--- src/rtl/wb_line_buffer_ctrl_if.sv ---
// rtl/wb_line_buffer_ctrl_if.sv - Wishbone slave, line buffer port A and DDR engine request signals
// slave modport is taken by the controller; master modport is the bus/buffer/engine side.
interface wb_line_buffer_ctrl_if #(
   parameter int ADDR_WIDTH = 3
);
   logic [31:0]            wb_adr_i;
   logic [31:0]            wb_dat_i;
   logic [3:0]             wb_sel_i;
   logic                   wb_we_i;
   logic                   wb_cyc_i;
   logic                   wb_stb_i;
   logic [2:0]             wb_cti_i;
   logic [1:0]             wb_bte_i;
   logic [31:0]            wb_dat_o;
   logic                   wb_ack_o;

   logic [ADDR_WIDTH-1:0]  buf_addr_o;
   logic [3:0]             buf_we_o;
   logic [31:0]            buf_di_o;
   logic [31:0]            buf_do_i;

   logic                   ddr_req_o;
   logic                   ddr_we_o;
   logic [29-ADDR_WIDTH:0] ddr_adr_o;
   logic                   ddr_ack_i;

   modport slave (
      input  wb_adr_i, wb_dat_i, wb_sel_i, wb_we_i, wb_cyc_i, wb_stb_i, wb_cti_i, wb_bte_i,
      output wb_dat_o, wb_ack_o,
      output buf_addr_o, buf_we_o, buf_di_o,
      input  buf_do_i,
      output ddr_req_o, ddr_we_o, ddr_adr_o,
      input  ddr_ack_i
   );

   modport master (
      output wb_adr_i, wb_dat_i, wb_sel_i, wb_we_i, wb_cyc_i, wb_stb_i, wb_cti_i, wb_bte_i,
      input  wb_dat_o, wb_ack_o,
      input  buf_addr_o, buf_we_o, buf_di_o,
      output buf_do_i,
      input  ddr_req_o, ddr_we_o, ddr_adr_o,
      output ddr_ack_i
   );
endinterface

--- src/rtl/wb_line_buffer_ctrl.sv ---
// rtl/wb_line_buffer_ctrl.sv - single-line Wishbone front-end for the DDR line buffer port A
// Optional incrementing-burst support is enabled by defining WB_LINE_BUFFER_BURST_EN.
module wb_line_buffer_ctrl #(
   parameter int ADDR_WIDTH = 3
) (
   input logic                   wb_clk_i,
   input logic                   wb_rst_i,
   wb_line_buffer_ctrl_if.slave  bus
);
   localparam int TW = 30 - ADDR_WIDTH;
   localparam logic [ADDR_WIDTH-1:0] LAST_OFF = '1;

   typedef enum logic [1:0] {IDLE, ACK, WRBACK, FILL} state_t;

   state_t                state;
   logic                  valid;
   logic                  dirty;
   logic [TW-1:0]         tag_reg;
   logic [TW-1:0]         fill_tag;
   logic [TW-1:0]         ddr_adr_q;
   logic                  ddr_req_q;
   logic                  ddr_we_q;

   logic [ADDR_WIDTH-1:0] off;
   logic [TW-1:0]         tag_in;
   logic                  req;
   logic                  hit;
   logic                  burst_cont;
   logic                  unused_bits;

   assign off    = bus.wb_adr_i[ADDR_WIDTH+1:2];
   assign tag_in = bus.wb_adr_i[31:ADDR_WIDTH+2];
   assign req    = bus.wb_cyc_i & bus.wb_stb_i;
   assign hit    = valid && (tag_reg == tag_in);

`ifdef WB_LINE_BUFFER_BURST_EN
   assign burst_cont  = (bus.wb_cti_i == 3'b010) && (bus.wb_bte_i == 2'b00) && (off != LAST_OFF);
   assign unused_bits = ^bus.wb_adr_i[1:0];
`else
   assign burst_cont  = 1'b0;
   assign unused_bits = ^{bus.wb_adr_i[1:0], bus.wb_cti_i, bus.wb_bte_i, LAST_OFF};
`endif

   // Burst reads look one word ahead so the next beat's data is ready on the following cycle.
   always_comb begin
      bus.buf_addr_o = off;
      bus.buf_we_o   = 4'b0000;
      if (state == ACK && req) begin
         if (bus.wb_we_i)
            bus.buf_we_o = bus.wb_sel_i;
         else if (burst_cont)
            bus.buf_addr_o = off + 1'b1;
      end
   end

   assign bus.wb_ack_o  = (state == ACK) && req;
   assign bus.wb_dat_o  = bus.buf_do_i;
   assign bus.buf_di_o  = bus.wb_dat_i;
   assign bus.ddr_req_o = ddr_req_q;
   assign bus.ddr_we_o  = ddr_we_q;
   assign bus.ddr_adr_o = ddr_adr_q;

   always_ff @(posedge wb_clk_i) begin
      if (wb_rst_i) begin
         state     <= IDLE;
         valid     <= 1'b0;
         dirty     <= 1'b0;
         tag_reg   <= '0;
         fill_tag  <= '0;
         ddr_adr_q <= '0;
         ddr_req_q <= 1'b0;
         ddr_we_q  <= 1'b0;
      end else begin
         case (state)
            IDLE: begin
               if (req) begin
                  if (hit) begin
                     state <= ACK;
                  end else begin
                     fill_tag  <= tag_in;
                     ddr_req_q <= 1'b1;
                     if (valid && dirty) begin
                        state     <= WRBACK;
                        ddr_we_q  <= 1'b1;
                        ddr_adr_q <= tag_reg;
                     end else begin
                        state     <= FILL;
                        ddr_we_q  <= 1'b0;
                        ddr_adr_q <= tag_in;
                     end
                  end
               end
            end
            ACK: begin
               if (!req) begin
                  state <= IDLE;
               end else begin
                  if (bus.wb_we_i && (bus.wb_sel_i != 4'b0000))
                     dirty <= 1'b1;
                  if (!burst_cont)
                     state <= IDLE;
               end
            end
            WRBACK: begin
               if (bus.ddr_ack_i) begin
                  state     <= FILL;
                  ddr_we_q  <= 1'b0;
                  ddr_adr_q <= fill_tag;
               end
            end
            FILL: begin
               // The DDR transfer always completes, even if the master has abandoned its cycle.
               if (bus.ddr_ack_i) begin
                  state     <= IDLE;
                  ddr_req_q <= 1'b0;
                  tag_reg   <= fill_tag;
                  valid     <= 1'b1;
                  dirty     <= 1'b0;
               end
            end
            default: state <= IDLE;
         endcase
      end
   end
endmodule

--- src/flat_wrapper.sv ---
// flat-port wrapper written by rule: the top's interface ports become plain ports
module wb_line_buffer_ctrl_flat 
#(
   parameter int ADDR_WIDTH = 3
)
  (wb_clk_i, wb_rst_i, bus_wb_adr_i, bus_wb_dat_i, bus_wb_sel_i, bus_wb_we_i, bus_wb_cyc_i, bus_wb_stb_i, bus_wb_cti_i, bus_wb_bte_i, bus_wb_dat_o, bus_wb_ack_o, bus_buf_addr_o, bus_buf_we_o, bus_buf_di_o, bus_buf_do_i, bus_ddr_req_o, bus_ddr_we_o, bus_ddr_adr_o, bus_ddr_ack_i);
  wb_line_buffer_ctrl_if #(.ADDR_WIDTH(ADDR_WIDTH)) bus_i ();
  input logic wb_clk_i;
  input logic wb_rst_i;
  input wire logic [$bits(bus_i.wb_adr_i)-1:0] bus_wb_adr_i;
  input wire logic [$bits(bus_i.wb_dat_i)-1:0] bus_wb_dat_i;
  input wire logic [$bits(bus_i.wb_sel_i)-1:0] bus_wb_sel_i;
  input wire logic [$bits(bus_i.wb_we_i)-1:0] bus_wb_we_i;
  input wire logic [$bits(bus_i.wb_cyc_i)-1:0] bus_wb_cyc_i;
  input wire logic [$bits(bus_i.wb_stb_i)-1:0] bus_wb_stb_i;
  input wire logic [$bits(bus_i.wb_cti_i)-1:0] bus_wb_cti_i;
  input wire logic [$bits(bus_i.wb_bte_i)-1:0] bus_wb_bte_i;
  output wire logic [$bits(bus_i.wb_dat_o)-1:0] bus_wb_dat_o;
  output wire logic [$bits(bus_i.wb_ack_o)-1:0] bus_wb_ack_o;
  output wire logic [$bits(bus_i.buf_addr_o)-1:0] bus_buf_addr_o;
  output wire logic [$bits(bus_i.buf_we_o)-1:0] bus_buf_we_o;
  output wire logic [$bits(bus_i.buf_di_o)-1:0] bus_buf_di_o;
  input wire logic [$bits(bus_i.buf_do_i)-1:0] bus_buf_do_i;
  output wire logic [$bits(bus_i.ddr_req_o)-1:0] bus_ddr_req_o;
  output wire logic [$bits(bus_i.ddr_we_o)-1:0] bus_ddr_we_o;
  output wire logic [$bits(bus_i.ddr_adr_o)-1:0] bus_ddr_adr_o;
  input wire logic [$bits(bus_i.ddr_ack_i)-1:0] bus_ddr_ack_i;
  assign bus_i.wb_adr_i = bus_wb_adr_i;
  assign bus_i.wb_dat_i = bus_wb_dat_i;
  assign bus_i.wb_sel_i = bus_wb_sel_i;
  assign bus_i.wb_we_i = bus_wb_we_i;
  assign bus_i.wb_cyc_i = bus_wb_cyc_i;
  assign bus_i.wb_stb_i = bus_wb_stb_i;
  assign bus_i.wb_cti_i = bus_wb_cti_i;
  assign bus_i.wb_bte_i = bus_wb_bte_i;
  assign bus_wb_dat_o = bus_i.wb_dat_o;
  assign bus_wb_ack_o = bus_i.wb_ack_o;
  assign bus_buf_addr_o = bus_i.buf_addr_o;
  assign bus_buf_we_o = bus_i.buf_we_o;
  assign bus_buf_di_o = bus_i.buf_di_o;
  assign bus_i.buf_do_i = bus_buf_do_i;
  assign bus_ddr_req_o = bus_i.ddr_req_o;
  assign bus_ddr_we_o = bus_i.ddr_we_o;
  assign bus_ddr_adr_o = bus_i.ddr_adr_o;
  assign bus_i.ddr_ack_i = bus_ddr_ack_i;
  wb_line_buffer_ctrl #(.ADDR_WIDTH(ADDR_WIDTH)) u_core (.wb_clk_i(wb_clk_i), .wb_rst_i(wb_rst_i), .bus(bus_i));
endmodule
--- config.mk ---
export PLATFORM = sky130hd
export DESIGN_NAME = wb_line_buffer_ctrl_flat
export DESIGN_NICKNAME = d
export VERILOG_FILES = /design/src/rtl/wb_line_buffer_ctrl_if.sv /design/src/rtl/wb_line_buffer_ctrl.sv /design/src/flat_wrapper.sv
export SDC_FILE = /design/constraint.sdc
export NUM_CORES = 1
export LEC_CHECK = 0
export ABC_AREA = 1
export CAP_MARGIN = 40
export CELL_PAD_IN_SITES_DETAIL_PLACEMENT = 1
export CELL_PAD_IN_SITES_GLOBAL_PLACEMENT = 1
export CORE_MARGIN = 2
export CORE_UTILIZATION = 26
export DETAILED_ROUTE_END_ITERATION = 10
export GPL_TIMING_DRIVEN = 0
export PLACE_DENSITY = 0.84
export REMOVE_ABC_BUFFERS = 1
export SYNTH_ARGS = -nofsm -noshare
export SYNTH_HDL_FRONTEND = slang
export SYNTH_SLANG_ARGS = --single-unit
--- constraint.sdc ---
create_clock -name wb_clk_i -period 1.6 [get_ports wb_clk_i]
set_input_delay 0.48 -clock wb_clk_i [delete_from_list [all_inputs] [get_ports wb_clk_i]]
set_output_delay 0.48 -clock wb_clk_i [all_outputs]
set_load 0.005 [all_outputs]
==> results.md <==
- The flow ran to the end, but the final reports show violations.
- The final reports fail on negative setup slack.
- Setup repair after global routing could not meet its margin everywhere.
- The floorplan row count is 49.
- The number of distinct library cell variants in the gate-level netlist after synthesis is 25.
- Among cell families on the critical path, the largest total delay comes from simple AND/OR/NAND/NOR gates.
- The areal power density over the cells is 861.2 nW/um2.
- The I/O pin count is 212.
- The core area is 18,150 um2.
- The number of buffers inserted by port buffering is 70.
- The highest-delay cell along the critical path is sky130_fd_sc_hd__dfxtp_2.
- The worst path arrival time is 1340 ps.
- Yosys printed 0 warnings.
- The startpoint type of the worst setup path is a register.
- The maximum number of pins on one net before global-route repair is 56.
- In this run the biggest area consumer among cell types represents 35.96% of the synthesized area.
- The first global-routing pass estimated 31,800 um of wire.
- The clock tree from TritonCTS is built.
- Setup violations remaining at the end of the flow were counted as 63.
- For this run the aggregate overflow at the end of global routing stands at 0.
- The kind of end point of the critical path is an output pin.
- For the worst flop-to-flop path, the logic depth is 11.
- The initial utilization of the core area, before any placement, comes to 26.69%.
- The slew at the pin closest to its max-slew limit is 401.0 ps.
- Routability-driven placement finished with a final weighted congestion of 0.7173.
- The cell count along the critical path is 7.
- Traced cell by cell, the critical path runs through clkinv_2, nand3_4, nor2_4, nand2_4, buf_6, nor2_1, buf_2.
- Counting both buffers and inverters, the worst setup path holds a total of 3.
- The count of final max-slew check failures is 0.
- Buffers inserted to repair hold after CTS numbered 0.
- After technology mapping, the gate count stands at 719.
- The total global-route track usage is 22.03%.
- Averaged over all synthesized cells, the footprint is 6.736 um2.
- The number of clock buffers inserted by TritonCTS is 9.
- Across the VDD grid, the largest voltage drop is 0.4720 mV.
- The tree built by TritonCTS fans out to 87 sinks.
- The H-tree depth reported by CTS is 3.
- On the final layout, the worst clock skew is 7.754 ps.
- Data on the critical path is required at its endpoint by 1120 ps.
- The routed design has 21,690 um of wire.
- The clock period minus final worst setup slack is 1819 ps.
- After clock tree synthesis, the clock-pin slew on the worst setup and hold paths is 60 ps.
- The detailed router finished its first iteration with 204 violations.
- The final total negative setup slack is -8485 ps.
- For this run, global-route usage on met2 was measured as 32.40%.
- The path type of the worst setup path is register to output pin.
- The flip-flop and latch count after synthesis is 87.
- After the last flow step, the layout net total stands at 855.
- The number of stages on the worst hold path is 3.
- The area growth from synthesis to layout is 36.71%.
- The die boundary height is 140.5 um.
- The maximum clock rate is 549.9 MHz.
- Global routing used 25.89% of the available met1 tracks.
- The average routed wire per standard cell is 22.25 um.
- The portion of the clock cycle consumed by the worst path in the final layout is 113.7%.
- The wire-length estimate of the detail-placed layout is 12,920 um.
- For this run, the detailed router's first-pass iteration total came to 4.
- The delay of the slowest cell on the worst path is 330 ps.
- The final worst hold slack is 432.7 ps.
- The normalized max-slew margin is 73.27%.
- The number of global-route vias before repair is 4,924.
- Once layout is done, the placed cells without fillers occupy 6621 um2.
- The path class of the tightest hold or removal check is primary input to register.
- The met3 layer usage reported by global route is 13.95%.
- Of all cell types, the one taking the most synthesized area is sky130_fd_sc_hd__dfxtp_1.
- Of the cells placed in the final design, the portion with a size suffix greater than 1 is 33.11%.
- The top fanout value on the critical path is 4.
- The least setup slack across all paths after layout is -218.7 ps.
- The die area is 19,740 um2.
- The sequential area share after synthesis is 35.96%.
- The initial antenna violation count is 0.
- Across the run, the number of max-cap violations was 0.
- After detailed routing, the number of vias per cell comes to 4.916.
- The final hold violation count is 0.
- The number of antenna diodes in the final layout is 0.
- The later pin in the worst-skew pair is clocked with a latency of 350 ps.
- The maximum clock insertion buffer count is 2.
- Yosys attributes the largest share of cell area to sky130_fd_sc_hd__dfxtp_1 (36%), sky130_fd_sc_hd__nand2_1 (12%), sky130_fd_sc_hd__buf_4 (10%).
- The die width is 140.5 um.
- Counting the fill cells in the layout gives 2,174.
- The overall via count from detail_route is 4,793.
- In this run the cell area of the synthesized design comes to 4843 um2.
- The busiest layer in global routing is met2.
- After detailed placement, the total cell area comes to 5245 um2.
- In this run the clock root is driven by a sky130_fd_sc_hd__clkbuf_16.
- For this design the static power due to leakage is 2.956 nW.
- The remaining number of nets flagged by the antenna check after routing is 0.
- The worst setup slack before clock tree synthesis is -1897 ps.
- For this run, design rule violations remaining after detail routing come to 0.
through the flow:
stage,power [mW],util [%],instances
global route,5.994,36.49,975
finish,5.702,36.49,975
global placement,3.317,28.24,917
detailed placement,3.372,28.90,922
CTS,5.598,34.94,971
floorplan,2.909,-,618
report_power, final:
part	total (mW)	leakage (nW)	switching, mW	internal, mW
combinational	1.32	2.10	0.717	0.599
sequential	2.46	0.725	0.139	2.32
clock	1.93	0.127	0.864	1.06
total	5.70	2.96	1.72	3.98
cell families after synthesis:
| logic type | Yosys count | synth area share [%] |
|---|---|---|
| multiplexers | 27 | 5.580 |
| buffers and inverters | 166 | 19.61 |
| flip-flops | 87 | 35.96 |
| XOR/XNOR | 1 | 0.1809 |
| AO/OA/AOI/OAI | 115 | 12.19 |
| AND/OR/NAND/NOR | 323 | 26.48 |
metal layers:
layer / routed length (um) / vias to the layer above / share of wire [%]
met1: 9046 / 2301 / 42
li1: - / 2259 / -
met5: 243 / - / 1.1
met4: 326 / 8 / 1.5
met3: 2744 / 29 / 13
met2: 9329 / 196 / 43
cell usage in the layout, fill, tap and decap left out, drive strengths merged:
cell type,instances
dlymetal6s2s,2
clkbuf,30
o21bai,2
mux2i,27
buf,41
nand3,32
dfxtp,87
dlygate4sd2,32
nand4,1
bufinv,1
nor2,135
clkdlybuf4s50,4
xnor2,1
a31oi,1
a21oi,31
clkinv,3
inv,67
o21ai,82
nand2,161
clkdlybuf4s15,6
path summary, 6_finish.rpt:
kind | slack (ps) | endpoint | startpoint
max | -220 | bus_buf_we_o[1] | u_core.state[1]
min | 430 | u_core.fill_tag[19] | bus_wb_adr_i[24]
max reg2reg | -200 | u_core.bus.ddr_we_o | u_core.valid
min reg2reg | 460 | u_core.tag_reg[13] | u_core.tag_reg[13]
cell type report:
type                    instances  area (um2)  area share [%]
multi-input cells             473        2932           44.27
flip-flops and latches         87        1782           26.91
repair buffers                104        1028           15.53
well taps                     229       286.5           4.327
inverters                      65       277.8           4.195
clock buffers                  11       242.7           3.666
repair inverters                4       62.56          0.9448
clock inverters                 2       10.01          0.1512
worst register-to-register path, delay by kind of cell, from the launching register on:
kind,cells,cell delay (ps)
AO/OA/AOI/OAI,1,240
buffers and inverters,3,410
flip-flops,1,380
AND/OR/NAND/NOR,7,670
repair_timing:
action                     in CTS  in global routing
pin swaps                      41                 38
gates cloned                   11                  0
resized for setup             270                135
setup endpoints to repair     111                 84
buffers inserted               25                  4
synth_stat cells:
library cell and instances:
sky130_fd_sc_hd__nand2_1 152, sky130_fd_sc_hd__nor2_1 131, sky130_fd_sc_hd__dfxtp_1 87, sky130_fd_sc_hd__o21ai_0 72
sky130_fd_sc_hd__buf_4 67, sky130_fd_sc_hd__inv_1 62, sky130_fd_sc_hd__a21oi_1 31, sky130_fd_sc_hd__nand3_1 31
sky130_fd_sc_hd__mux2i_1 27, sky130_fd_sc_hd__clkbuf_1 18, sky130_fd_sc_hd__o21ai_1 10, sky130_fd_sc_hd__buf_2 7
sky130_fd_sc_hd__buf_6 6, sky130_fd_sc_hd__nand2_2 3, sky130_fd_sc_hd__nor2_2 3, sky130_fd_sc_hd__clkbuf_8 2
sky130_fd_sc_hd__inv_2 2, sky130_fd_sc_hd__a31oi_1 1, sky130_fd_sc_hd__clkbuf_2 1, sky130_fd_sc_hd__clkinv_1 1
sky130_fd_sc_hd__nand3_2 1, sky130_fd_sc_hd__nand4_1 1, sky130_fd_sc_hd__nor2_4 1, sky130_fd_sc_hd__o21bai_4 1
sky130_fd_sc_hd__xnor2_1 1
No activity file was read; power rests on OpenSTA's default activity.
